**config.mk**
```make
export PLATFORM = sky130hd
export DESIGN_NAME = display_compositor
export DESIGN_NICKNAME = d
export VERILOG_FILES = /design/src/rtl/display_compositor.sv
export SDC_FILE = /design/constraint.sdc
export NUM_CORES = 1
export LEC_CHECK = 0
export ABC_AREA = 1
export BUFFER_PORTS_ARGS = -buffer_cell sky130_fd_sc_hd__buf_2
export CAP_MARGIN = 30
export CORE_AREA = 2 2 142 144
export DETAILED_ROUTE_END_ITERATION = 10
export DIE_AREA = 0 0 144 146
export PLACE_DENSITY = 0.64
export SLEW_MARGIN = 20
export SYNTH_ARGS = -nofsm -noshare
export SYNTH_HDL_FRONTEND = slang
export SYNTH_SLANG_ARGS = --single-unit
```
**constraint.sdc**
```tcl
create_clock -name clk_in -period 1.6 [get_ports clk_in]
set_input_delay 0.16 -clock clk_in [delete_from_list [all_inputs] [get_ports clk_in]]
set_output_delay 0.16 -clock clk_in [all_outputs]
set_load 0.02 [all_outputs]
```
**src/rtl/display_compositor.sv**
```systemverilog
// Display compositor: layered sprite pixel path with a frame-synchronous
// screen-state machine (START / PLAY / LOSE / WIN).
module display_compositor #(
  parameter int          N_LAYERS     = 6,
  parameter int          HEALTH_W     = 3,
  parameter int          BORDER_X     = 960,
  parameter int          BORDER_Y     = 640,
  parameter logic [31:0] START_CODE_A = 32'h20DF_5BA4,
  parameter logic [31:0] START_CODE_B = 32'h20DF_5AA5,
  parameter logic [31:0] RESTART_CODE = 32'h20DF_10EF
) (
  input  logic                   clk_in,
  input  logic                   rst_in,
  input  logic                   nf_in,
  input  logic [10:0]            hcount_in,
  input  logic [9:0]             vcount_in,
  input  logic [31:0]            ir_in,
  input  logic                   ir_valid_in,
  input  logic [HEALTH_W-1:0]    player_health_in,
  input  logic [HEALTH_W-1:0]    opponent_health_in,
  input  logic [24*N_LAYERS-1:0] layer_pixel_in,
  input  logic [N_LAYERS-1:0]    layer_en_in,
  input  logic [23:0]            start_pixel_in,
  input  logic [23:0]            win_pixel_in,
  input  logic [23:0]            lose_pixel_in,
  output logic [23:0]            pixel_out,
  output logic [10:0]            hcount_out,
  output logic [9:0]             vcount_out,
  output logic [1:0]             state_out
);

  typedef enum logic [1:0] {
    S_START = 2'd0,
    S_PLAY  = 2'd1,
    S_LOSE  = 2'd2,
    S_WIN   = 2'd3
  } state_t;

  typedef struct packed {
    logic [23:0] layer;
    logic        border;
    logic [23:0] start_px;
    logic [23:0] win_px;
    logic [23:0] lose_px;
    logic [10:0] h;
    logic [9:0]  v;
  } s1_t;

  localparam logic [10:0] BX = 11'(BORDER_X);
  localparam logic [9:0]  BY = 10'(BORDER_Y);

  state_t      state_q;
  logic        pend_q;
  state_t      tgt_q;
  logic        ir_req;
  state_t      ir_tgt;
  logic        hp_req;
  state_t      hp_tgt;
  logic [23:0] layer_pick;
  logic        border;
  s1_t         s1_q;

  assign state_out = state_q;

  // Descending scan so the lowest-index opaque layer wins.
  always_comb begin
    layer_pick = '0;
    for (int k = N_LAYERS - 1; k >= 0; k--) begin
      if (layer_en_in[k] && (layer_pixel_in[24*k +: 24] != 24'h0))
        layer_pick = layer_pixel_in[24*k +: 24];
    end
  end

  assign border = ((hcount_in == BX) && (vcount_in <= BY)) ||
                  ((vcount_in == BY) && (hcount_in <= BX));

  always_ff @(posedge clk_in) begin
    if (!rst_in) begin
      s1_q <= '0;
    end else begin
      s1_q.layer    <= layer_pick;
      s1_q.border   <= border;
      s1_q.start_px <= start_pixel_in;
      s1_q.win_px   <= win_pixel_in;
      s1_q.lose_px  <= lose_pixel_in;
      s1_q.h        <= hcount_in;
      s1_q.v        <= vcount_in;
    end
  end

  always_ff @(posedge clk_in) begin
    if (!rst_in) begin
      pixel_out  <= '0;
      hcount_out <= '0;
      vcount_out <= '0;
    end else begin
      hcount_out <= s1_q.h;
      vcount_out <= s1_q.v;
      unique case (state_q)
        S_START: pixel_out <= s1_q.start_px;
        S_PLAY:  pixel_out <= s1_q.border ? 24'hFFFFFF : s1_q.layer;
        S_LOSE:  pixel_out <= s1_q.lose_px;
        S_WIN:   pixel_out <= s1_q.win_px;
      endcase
    end
  end

  always_comb begin
    ir_req = 1'b0;
    ir_tgt = S_START;
    unique case (1'b1)
      (ir_valid_in && (state_q == S_START) &&
       ((ir_in == START_CODE_A) || (ir_in == START_CODE_B))): begin
        ir_req = 1'b1;
        ir_tgt = S_PLAY;
      end
      (ir_valid_in && ((state_q == S_LOSE) || (state_q == S_WIN)) &&
       (ir_in == RESTART_CODE)): begin
        ir_req = 1'b1;
        ir_tgt = S_START;
      end
      default: ;
    endcase
  end

  always_comb begin
    hp_req = nf_in && (state_q == S_PLAY) &&
             ((player_health_in == '0) || (opponent_health_in == '0));
    hp_tgt = (player_health_in == '0) ? S_LOSE : S_WIN;
  end

  // Requests only park in pend/tgt; state moves on the frame boundary.
  always_ff @(posedge clk_in) begin
    if (!rst_in) begin
      state_q <= S_START;
      pend_q  <= 1'b0;
      tgt_q   <= S_START;
    end else if (nf_in) begin
      pend_q <= 1'b0;
      if (ir_req)
        state_q <= ir_tgt;
      else if (hp_req)
        state_q <= hp_tgt;
      else if (pend_q)
        state_q <= tgt_q;
    end else if (ir_req) begin
      pend_q <= 1'b1;
      tgt_q  <= ir_tgt;
    end
  end

endmodule
```
; ---- Word-level counts from Yosys, hierarchy flattened
; Cells that the tools add are included.
[op_classes]
n_bitwise = 2
n_reduce_logical = 32
n_lt_le_gt_ge = 2
eq_ne = 8
n_mux = 14
[ops]
columns = cell, count
row1 = 24-bit 2-to-1 mux, 7
row2 = 24-bit nonzero test, 6
row3 = "32-bit by 30-bit == test with 1-bit output, second input constant", 3
row4 = 24-bit case mux with 4 select lines, 1
row5 = 1-bit logical AND, 14
row6 = "11-bit by 10-bit == test with 1-bit output, second input constant", 1
row7 = "11-bit by 10-bit less-or-equal comparator with 1-bit output, second input constant", 1
row8 = "10-bit == test, second input constant", 1
row9 = "10-bit less-or-equal comparator, second input constant", 1
row10 = 3-bit logical NOT, 2
row11 = 2-bit 2-to-1 mux, 3
row12 = "2-bit == test, second input constant", 2
row13 = 1-bit logical OR, 4
row14 = 2-bit AND reduction, 2
row15 = 2-bit OR reduction, 2
row16 = 1-bit 2-to-1 mux, 3
row17 = 3-bit nonzero test, 1
row18 = "2-bit by 1-bit == test with 1-bit output, second input constant", 1
row19 = 2-bit logical NOT, 1
row20 = 1-bit NOT, 2
[totals]
inputBits = 285
elab_cells = 71
regBits = 168

; ---- Depth between registers and ports, before layout
; Gate-level depths: netlist (run 1).
[depth]
ltp_word = 8
mapped_depth = 11
mapped_depth_nobuf = 11

; ---- Least setup slack after synthesis (run 1)
; No wires, ideal clock.
[synth_path]
path_kind = register to register
start = reg state_q[0], in the netlist state_out[0]
end = reg pixel_out[10]
path_stages_with_launch = 7
arrival_ps = 1348
period_less_slack_ps = 1473
required_ps = 1474
slack_ps = 127
cell_sequence = dfxtp_1 inv_2 or2_2 buf_2 clkbuf_1 o21ai_0 a31oi_1
[synth_between]
elab_chain_cells = 2
elab_cells_between_ends = 5
classes_between = eq/ne: 3 / mux: 1 / reduce/logical: 1
[synth_lines]
columns = element, line
row1 = from (decl), 52  ; state_t state_q;
row2 = from (signal assigned), 141  ; state_q <= ir_tgt;
row3 = from (signal assigned), 143  ; state_q <= hp_tgt;
row4 = from (signal assigned), 145  ; state_q <= tgt_q;
row5 = "2-bit == test, or another cell as far along", 99  ; unique case (state_q)
row6 = 24-bit case mux with 4 select lines (*), 99
row7 = to (signal assigned), 100  ; S_START: pixel_out <= s1_q.start_px;
row8 = to (signal assigned), 101  ; S_PLAY: pixel_out <= s1_q.border ? 24'hFFFFFF : s1_q.layer;
row9 = to (signal assigned), 102  ; S_LOSE: pixel_out <= s1_q.lose_px;
row10 = to (decl), 26  ; output logic [23:0] pixel_out,
; Every way passes the cells marked *; elsewhere a longest branch is shown, timed or not.
; A chain may end at the register's enable or synchronous reset.

; ---- Worst setup path in the final report (run 1)
[layout_path]
start = reg state_q[0], in the netlist state_out[0]
end = reg pixel_out[18]
; Same word-level chain as after synthesis.

==> results of run 1 <==
[sequential cells by signal, indices dropped and copies added (netlist names)]
| register | count |
|---|---|
| vcount_out | 10 |
| pend_q | 1 |
| pixel_out | 24 |
| s1_q | 118 |
| tgt_q | 1 |
| state_out | 2 |
| hcount_out | 11 |
[worst min-delay path, cell delays in order]
cell	delay [ns]
buf_2	0.09
o21ai_1	0.08
a21oi_2	0.08
[cells by family after synthesis]
group	count (synthesis)	synth area share (%)
AND/OR/NAND/NOR	496	27.8
AO/OA/AOI/OAI	180	13.2
XOR/XNOR	1	0.114
flip-flops	167	43.4
buffers and inverters	288	15.5
[cells in the final DEF (no fill, tap or decap), types with 5 or more instances in the layout]
cell and n:
buf_2 330, nand2_1 255, inv_1 221, dfxtp_1 167, nand3_1 131, o21ai_0 107
dlygate4sd3_1 93, nor2_1 72, buf_4 24, a31oi_1 19, a21oi_2 19, clkbuf_16 17
o21ai_1 15, a21oi_1 12, buf_12 10, nand4_1 9, nor4_1 7, inv_6 7
o211ai_1 6, nor3_1 5
[synth_stat cells, drive strengths merged]
master   number
nand3       133
xnor2         1
o31ai         1
a21oi        31
nand4         9
nor3b         2
o21ai       122
inv         224
clkbuf       29
or2           3
a2111oi       1
clkinv        4
nor4          7
nor2         75
nor3          5
dfxtp       167
a31oi        19
nand2       259
nand3b        3
o211ai        6
buf          31
[power groups by stage]
stage                     Clock, mW  Combinational, mW  Sequential [mW]
after CTS                      4.37               1.47             4.43
final                          4.28               1.48             4.44
after global routing           4.54               1.65             4.45
after global placement            0               1.27             4.53
after floorplan                   0              0.596             4.57
after detailed placement          0               1.28             4.53
[through the flow]
stage               worst slack, ns  util [%]
floorplan                     0.127         -
global placement             -0.276      50.3
detailed placement           -0.276      50.3
CTS                          0.0512      58.4
global route                0.00267      58.4
finish                       0.0506      58.4
[metal layers]
layer	vias to the layer above	part of all wire (%)	track usage, %
met4	4	3.0	9.41
li1	4349	-	-
met1	3703	41	28.2
met5	-	0.11	0
met3	50	6.3	4.87
met2	310	49	44.3
[cell type report]
class | count | area (um2) | share of cell area, %
Sequential cell | 167 | 3340 | 29.6
Multi-Input combinational cell | 677 | 3170 | 28.0
Timing Repair Buffer | 457 | 2960 | 26.2
Inverter | 228 | 856 | 7.58
Clock buffer | 18 | 439 | 3.89
Tap cell | 265 | 332 | 2.94
Clock inverter | 13 | 183 | 1.62
Antenna cell | 4 | 10.0 | 0.0886
[final timing paths]
path                                          from       endpoint  depth (start not counted)
worst min-delay path            layer_pixel_in[16]      s1_q[110]                          3
worst min register to register            s1_q[11]  hcount_out[1]                          2
worst max register to register        state_out[0]  pixel_out[18]                          5
worst max-delay path                  state_out[0]  pixel_out[18]                          5
==> flow_metrics.env, run 1 <==
export IMPL_remaining_drc_errors=0
export IMPL_die_h_um=146
export IMPL_cts_root_buf="clkbuf_16"
export IMPL_p_int_mw=7.63
export IMPL_cp_max_fo=9
export IMPL_path_buf_inv=2
export IMPL_fin_tns_setup_ns=0
export IMPL_final_hold_violation_count=0
export IMPL_switchingPower_mw=2.56
export IMPL_critPathKind="flop to flop"
export IMPL_irDropWorstVdd_mv=0.713
export IMPL_insertion_delay_ns=0.41
export IMPL_cts_resized=0
export IMPL_start_kind="flop"
export IMPL_fin_crit_ns=1.55
export IMPL_leakage_nw=6.32
export IMPL_antenna_found_initial=7
export IMPL_grt_setup_unrepaired="false"
export IMPL_final_layout_size_suffix_gt1_share_pct=27.4
export IMPL_drt_wl_total_um=26500
export IMPL_fp_dieArea_um2=21000
export IMPL_cts_buffers=17
export IMPL_clockBufferDepth=2
export IMPL_synth_warnings=0
export IMPL_drv_slew=0
export IMPL_syn_to_final_growth_pct=46.6
export IMPL_drt_pass1_iter_count=5
export IMPL_path_clk_slew_ns=0.07
export IMPL_synth_cells=1132
export IMPL_pwr_share_clk_pct=42.0
export IMPL_whs_ns=0.0306
export IMPL_power_density_nw_per_um2=902
export IMPL_swShare_pct=25.1
export IMPL_avgSynthCellArea_um2=6.81
export IMPL_slowest_delay_ns=0.38
export IMPL_netlist_top_cells_area="dfxtp_1 (43%), nand2_1 (12%), inv_1 (11%)"
export IMPL_placed_cells=1701
export IMPL_port_buffers=331
export IMPL_gp_congestion=0.950
export IMPL_place_area_um2=9730
export IMPL_cp_top_family="compound AO/OA/AOI/OAI gates"
export IMPL_htree_levels=4
export IMPL_clock_sinks=167
export IMPL_arrival_ns=1.82
export IMPL_finalSetupViolations=0
export IMPL_slew_limit_headroom_pct=70.5
export IMPL_cts_tree="yes"
export IMPL_grt_max_degree=93
export IMPL_gr_total_overflow=0
export IMPL_io_pins=332
export IMPL_fin_cells=1829
export IMPL_synthDistinctLibCells=34
export IMPL_fin_crit_sh_pct=96.8
export IMPL_r2r_slack_ns=0.05
export IMPL_grt_usage_pct=24.6
export IMPL_via_count=8416
export IMPL_rows=51
export IMPL_status="complete, no violations"
export IMPL_synth_fp_nets=1417
export IMPL_drt_initial_drc_count=305
export IMPL_sequentialPowerShare_pct=43.5
export IMPL_yosysSeqAreaShare_pct=43.4
export IMPL_pwr_share_comb_pct=14.5
export IMPL_grt_pass1_wl_um=40400
export IMPL_final_nets=1833
export IMPL_critPathRequiredTime_ns=1.87
export IMPL_power_mw=10.2
export IMPL_via_per_inst=4.60
export IMPL_crit_chain="inv_2, or2_2, buf_4, o21ai_0, a31oi_1"
export IMPL_synth_top_cell_by_area="dfxtp_1"
export IMPL_postCtsHoldBufs=93
export IMPL_wl_per_cell_um=14.5
export IMPL_synth_seq_cells=167
export IMPL_hpwl_um=19900
export IMPL_max_freq_mhz=645
export IMPL_postRouteAntennaNets=0
export IMPL_fp_dieW_um=144
export IMPL_min_path_type="input pin to flop"
export IMPL_fillCellCount=1792
export IMPL_fin_worst_skew_ns=0.0118
export IMPL_coreArea_um2=19300
export IMPL_synth_top_area_share_pct=43.4
export IMPL_cp_slowest_cell="or2_2"
export IMPL_final_area_um2=11300
export IMPL_syn_area_um2=7700
export IMPL_cp_end_kind="flop"
export IMPL_drv_cap=0
export IMPL_start_util_pct=39.8
export IMPL_tightest_slew_ns=0.438
export IMPL_grt_pass1_vias=8389
export IMPL_post_cts_buffers=0
No activity file was read; power rests on OpenSTA's default activity.
==> run 2: changes to the inputs <==
PLACE_DENSITY = 0.68   (was 0.64)
clock period = 1.45 ns   (was 1.6 ns; I/O delays follow)
==> run 2 against run 1 <==
  * Worst setup slack got worse by 0.0015 ns
  * Global-route usage increased by 0.72 points
  * Final area increased by 3.0%
  * Cell count increased by 2.1%
  * Worst hold slack got worse by 0.012 ns
  * Largest power group unchanged
  * Wire length increased by 3.8%
  * Register-to-register slack about the same
  * Via count increased by 3.7%
  * Non-clock buffer count increased by 41
  * Clock power increased by 9.3%
  * Sequential share of layout area decreased by 0.79 points
  * Maximum frequency increased by 11%
==> flow_metrics.env, run 2 (synthesis gave the netlist of run 1 again) <==
export IMPL_min_from="layer_pixel_in[16]"
export IMPL_top_register="s1_q"
export IMPL_crit_chain="inv_4, or2_2, o21ai_1, buf_4, a31oi_1"
export IMPL_start_util_pct=39.8
export IMPL_cp_top_family="simple AND/OR/NAND/NOR gates"
export IMPL_fin_tns_setup_ns=0
export IMPL_power_density_nw_per_um2=970
export IMPL_reg2reg_from="state_out[0]"
export IMPL_largest_register_ff_count=118
export IMPL_grt_pass1_wl_um=41600
export IMPL_fillCellCount=1729
export IMPL_cp_slowest_cell="or2_2"
export IMPL_remaining_drc_errors=0
export IMPL_min_path_type="input pin to flop"
export IMPL_place_area_um2=9980
export IMPL_reg2reg_depth=5
export IMPL_final_area_um2=11600
export IMPL_gr_total_overflow=0
export IMPL_grtUsageMet3_pct=4.80
export IMPL_fp_dieArea_um2=21000
export IMPL_gp_congestion=0.916
export IMPL_max_freq_mhz=714
export IMPL_tightest_slew_ns=0.417
export IMPL_irDropWorstVdd_mv=0.763
export IMPL_top_regs="s1_q x118, pixel_out x24, hcount_out x11"
export IMPL_grt_pass1_vias=8435
export IMPL_crit_start="state_out[0]"
export IMPL_start_kind="flop"
export IMPL_cts_tree="yes"
export IMPL_num_antenna_cells=0
export IMPL_path_clk_slew_ns=0.08
export IMPL_path_buf_inv=2
export IMPL_final_hold_violation_count=0
export IMPL_final_layout_size_suffix_gt1_share_pct=29.8
export IMPL_syn_to_final_growth_pct=50.9
export IMPL_placed_cells=1739
export IMPL_clockBufferDepth=2
export IMPL_drv_slew=0
export IMPL_postRouteAntennaNets=0
export IMPL_status="complete, no violations"
export IMPL_slew_limit_headroom_pct=72.0
export IMPL_min_path_cells=3
export IMPL_layout_cells_most_common="buf_2"
export IMPL_timing_rr_end="pixel_out[3]"
export IMPL_wl_per_cell_um=14.7
export IMPL_antenna_found_initial=2
export IMPL_critPathKind="flop to flop"
export IMPL_via_count=8725
export IMPL_grt_usage_pct=25.3
export IMPL_fin_worst_skew_ns=0.0125
export IMPL_gr_usage_met1_pct=28.8
export IMPL_die_h_um=146
export IMPL_drt_pass1_iter_count=5
export IMPL_fin_crit_ns=1.40
export IMPL_drv_cap=0
export IMPL_cts_buffers=17
export IMPL_finalSetupViolations=0
export IMPL_fp_dieW_um=144
export IMPL_htree_levels=4
export IMPL_coreArea_um2=19300
export IMPL_whs_endpoint="s1_q[110]"
export IMPL_cp_end_kind="flop"
export IMPL_pre_cts_ws_ns=-0.333
export IMPL_drt_wl_total_um=27500
export IMPL_cp_max_fo=17
export IMPL_r2r_slack_ns=0.05
export IMPL_via_per_inst=4.67
export IMPL_setup_ws_ns=0.0491
export IMPL_leakage_nw=6.51
export IMPL_insertion_delay_ns=0.42
export IMPL_final_cell_mix="buf_2 (330), nand2_1 (254), inv_1 (221), dfxtp_1 (165), nand3_1 (131)"
export IMPL_rows=51
export IMPL_fin_crit_sh_pct=96.6
export IMPL_slowest_delay_ns=0.42
export IMPL_io_pins=332
export IMPL_critPathRequiredTime_ns=1.76
export IMPL_final_util_pct=60.1
export IMPL_power_mw=11.3
export IMPL_final_nets=1874
export IMPL_drt_initial_drc_count=443
export IMPL_grt_use_met2_pct=46.3
export IMPL_cts_root_buf="clkbuf_16"
export IMPL_hpwl_um=20300
export IMPL_grt_max_degree=70
export IMPL_top_usage_layer="met2"
export IMPL_whs_ns=0.0184
export IMPL_seqCellArea_um2=3350
export IMPL_port_buffers=331
export IMPL_grt_setup_unrepaired="true"
export IMPL_multiInputGateArea_um2=3210
export IMPL_clock_sinks=167
export IMPL_arrival_ns=1.71
export IMPL_fin_cells=1867
## run 2: cell count changes in the layout (fill, tap and decap cells not counted), sizes merged
cell and delta:
clkbuf -1, bufinv -3, inv -2, clkinv +7, diode -4, buf +41
## run 2: tightest hold or removal path, delay by kind of cell
family          cells  cell delay [ns]
compound gates      2             0.17
buf+inv             1             0.09
## run 2: metal layers
metal  share of wire (%)  vias up
met2                  51      345
met1                  40     3885
met4                 3.2        4
met5               0.098        -
li1                    -     4436
met3                 6.5       55
## run 2: what timing repair did
item / in CTS / in global routing
resized for setup: 2 / 16
pin swaps: 0 / 8
hold endpoints to repair: 93 / 0
setup buffers: 0 / 3
hold buffers: 93 / 0
endpoints found under the setup margin: 2 / 21
## run 2: area by class of cell
class	instances	area share, %
Clock inverter	15	1.86
Inverter	228	7.40
Tap cell	265	2.85
Timing Repair Buffer	498	27.8
Multi-Input combinational cell	677	27.6
Clock buffer	17	3.66
Sequential cell	167	28.8
## run 2: power by group
| part | leakage, nW | switching (mW) | internal [mW] |
|---|---|---|---|
| clock | 0.306 | 2.27 | 2.41 |
| sequential | 1.39 | 0.0708 | 4.82 |
| combinational | 4.82 | 0.871 | 0.833 |
## run 2: worst max path at each step
stage | endpoint | slack, ns | cells past startpoint
2_1_floorplan | pixel_out[22] | 0.07 | 8
3_3_place_gp | s1_q[94] | -0.33 | 11
3_5_place_dp | s1_q[97] | -0.33 | 9
4_1_cts | pixel_out[3] | 0.01 | 5
5_1_grt | state_out[0] | -0.05 | 10
6_report | pixel_out[3] | 0.05 | 5
==> run 3: changes to the inputs <==
CORE_AREA = 2 2 130 132   (was 2 2 142 144)
DIE_AREA = 0 0 132 134   (was 0 0 144 146)
PLACE_DENSITY = 0.8   (was 0.68)
==> run 3 against run 2 <==
  * Critical path depth rose by 5
  * Clock skew grew 0.0019 ns
  * Total power decreased by 0.55%
  * Flip-flop and latch count unchanged
  * Combinational power about the same
  * Wire length rose by 6.6%
  * Cell count is 3.7% lower
  * Final area down 2.5%
  * Critical path type unchanged
  * Critical endpoint is now state_out[0]
==> flow_metrics.env, run 3 (synthesis gave the netlist of run 1 again) <==
export IMPL_cp_end_kind="flop"
export IMPL_grt_setup_unrepaired="true"
export IMPL_fin_worst_skew_ns=0.0144
export IMPL_setup_ws_ns=0.0510
export IMPL_largest_register_ff_count=118
export IMPL_final_util_pct=69.6
export IMPL_coreArea_um2=16300
export IMPL_arrival_ns=1.72
export IMPL_drv_slew=0
export IMPL_rows=47
export IMPL_fin_crit_sh_pct=96.5
export IMPL_antenna_found_initial=1
export IMPL_timing_rr_end="state_out[0]"
export IMPL_reg2reg_from="state_out[1]"
export IMPL_post_cts_buffers=0
export IMPL_seqCellArea_um2=3350
export IMPL_syn_to_final_growth_pct=47.2
export IMPL_drt_initial_drc_count=742
export IMPL_drt_pass1_iter_count=8
export IMPL_status="complete, no violations"
export IMPL_die_h_um=134
export IMPL_drt_wl_total_um=29300
export IMPL_critPathRequiredTime_ns=1.77
export IMPL_fp_dieArea_um2=17700
export IMPL_cp_max_fo=7
export IMPL_final_hold_violation_count=0
export IMPL_via_count=9136
export IMPL_path_clk_slew_ns=0.08
export IMPL_postRouteAntennaNets=0
export IMPL_gr_total_overflow=0
export IMPL_grt_max_degree=81
export IMPL_multiInputGateArea_um2=3170
export IMPL_power_mw=11.2
export IMPL_top_regs="s1_q x118, pixel_out x24, hcount_out x11"
export IMPL_clock_sinks=167
export IMPL_fillCellCount=1276
export IMPL_layout_cells_most_common="buf_2"
export IMPL_final_area_um2=11300
export IMPL_hpwl_um=19900
export IMPL_port_buffers=331
export IMPL_grt_usage_pct=32.6
export IMPL_top_register="s1_q"
export IMPL_final_nets=1849
export IMPL_start_kind="flop"
export IMPL_place_area_um2=9760
export IMPL_max_freq_mhz=715
export IMPL_finalSetupViolations=0
export IMPL_remaining_drc_errors=0
export IMPL_wl_per_cell_um=16.3
export IMPL_grt_pass1_wl_um=45500
export IMPL_drv_cap=0
export IMPL_clockBufferDepth=2
export IMPL_min_from="layer_pixel_in[0]"
export IMPL_cts_tree="yes"
export IMPL_start_util_pct=47.3
export IMPL_final_layout_size_suffix_gt1_share_pct=28.3
export IMPL_via_per_inst=5.08
export IMPL_reg2reg_depth=10
export IMPL_crit_start="state_out[1]"
export IMPL_r2r_slack_ns=0.05
export IMPL_final_cell_mix="buf_2 (330), nand2_1 (254), inv_1 (221), dfxtp_1 (165), nand3_1 (131)"
export IMPL_io_pins=332
export IMPL_slew_limit_headroom_pct=65.1
export IMPL_fin_crit_ns=1.40
export IMPL_gp_congestion=0.942
export IMPL_cp_endpoint="state_out[0]"
export IMPL_irDropWorstVdd_mv=0.637
export IMPL_whs_ns=0.0215
export IMPL_cts_root_buf="clkbuf_16"
export IMPL_pre_cts_ws_ns=-0.287
export IMPL_htree_levels=4
export IMPL_tightest_slew_ns=0.519
export IMPL_cts_buffers=17
export IMPL_critPathKind="flop to flop"
export IMPL_leakage_nw=6.38
export IMPL_grt_pass1_vias=9147
export IMPL_fp_dieW_um=132
export IMPL_min_path_type="input pin to flop"
export IMPL_power_density_nw_per_um2=989
export IMPL_insertion_delay_ns=0.43
## run 3: area by class of cell
cell class	count	share of cell area (%)
timing repair buffer	473	27.0
clock inverter	15	1.71
clock buffer	17	3.75
multi-input combinational	677	28.0
tap	220	2.43
sequential	167	29.5
antenna	1	0.0221
inverter	228	7.57
## run 3: worst min path at each step
stage | cells past startpoint | slack [ns] | endpoint
after floorplan | 2 | 0.24 | s1_q[0]
after global placement | 3 | 0.33 | s1_q[91]
after detailed placement | 3 | 0.33 | s1_q[77]
after CTS | 3 | 0.003 | s1_q[94]
after global routing | 3 | 0.03 | s1_q[94]
final | 3 | 0.02 | s1_q[94]
## run 3: what timing repair did
item / in CTS / in global routing
hold buffers: 94 / 0
cloned: 0 / 0
gates resized for setup: 1 / 11
pin swaps: 0 / 2
setup endpoints to repair: 1 / 9
endpoints found under the hold margin: 94 / 0
## run 3: per-stage QoR
stage               TNS [ns]  cells
floorplan                  0   1132
global placement       -4.15   1671
detailed placement     -5.39   1671
CTS                        0   1797
global route         -0.0457   1798
finish                     0   1798
## run 3: critical path, cell delays in order (launching register included)
cell	delay, ns
dfxtp_4	0.38
inv_2	0.07
nand2_2	0.06
inv_2	0.05
nand4_1	0.09
nor2_1	0.11
nand3_1	0.11
nand3b_1	0.16
nand2_2	0.09
a21oi_2	0.13
nor2_1	0.05
## run 3: power breakdown
part	internal, mW	leakage, nW	total [mW]	switching, mW
sequential	4.82	1.39	4.91	0.0889
clock	2.37	0.300	4.59	2.22
combinational	0.810	4.69	1.71	0.898
total	8.00	6.38	11.2	3.21
## run 3: routing by layer
layer,wire length (um),vias to the layer above,GRT usage (%)
met5,0,-,0
li1,-,4392,-
met1,10600,4098,34.3
met3,2110,135,6.08
met2,14900,511,60.6
met4,1750,0,19.6
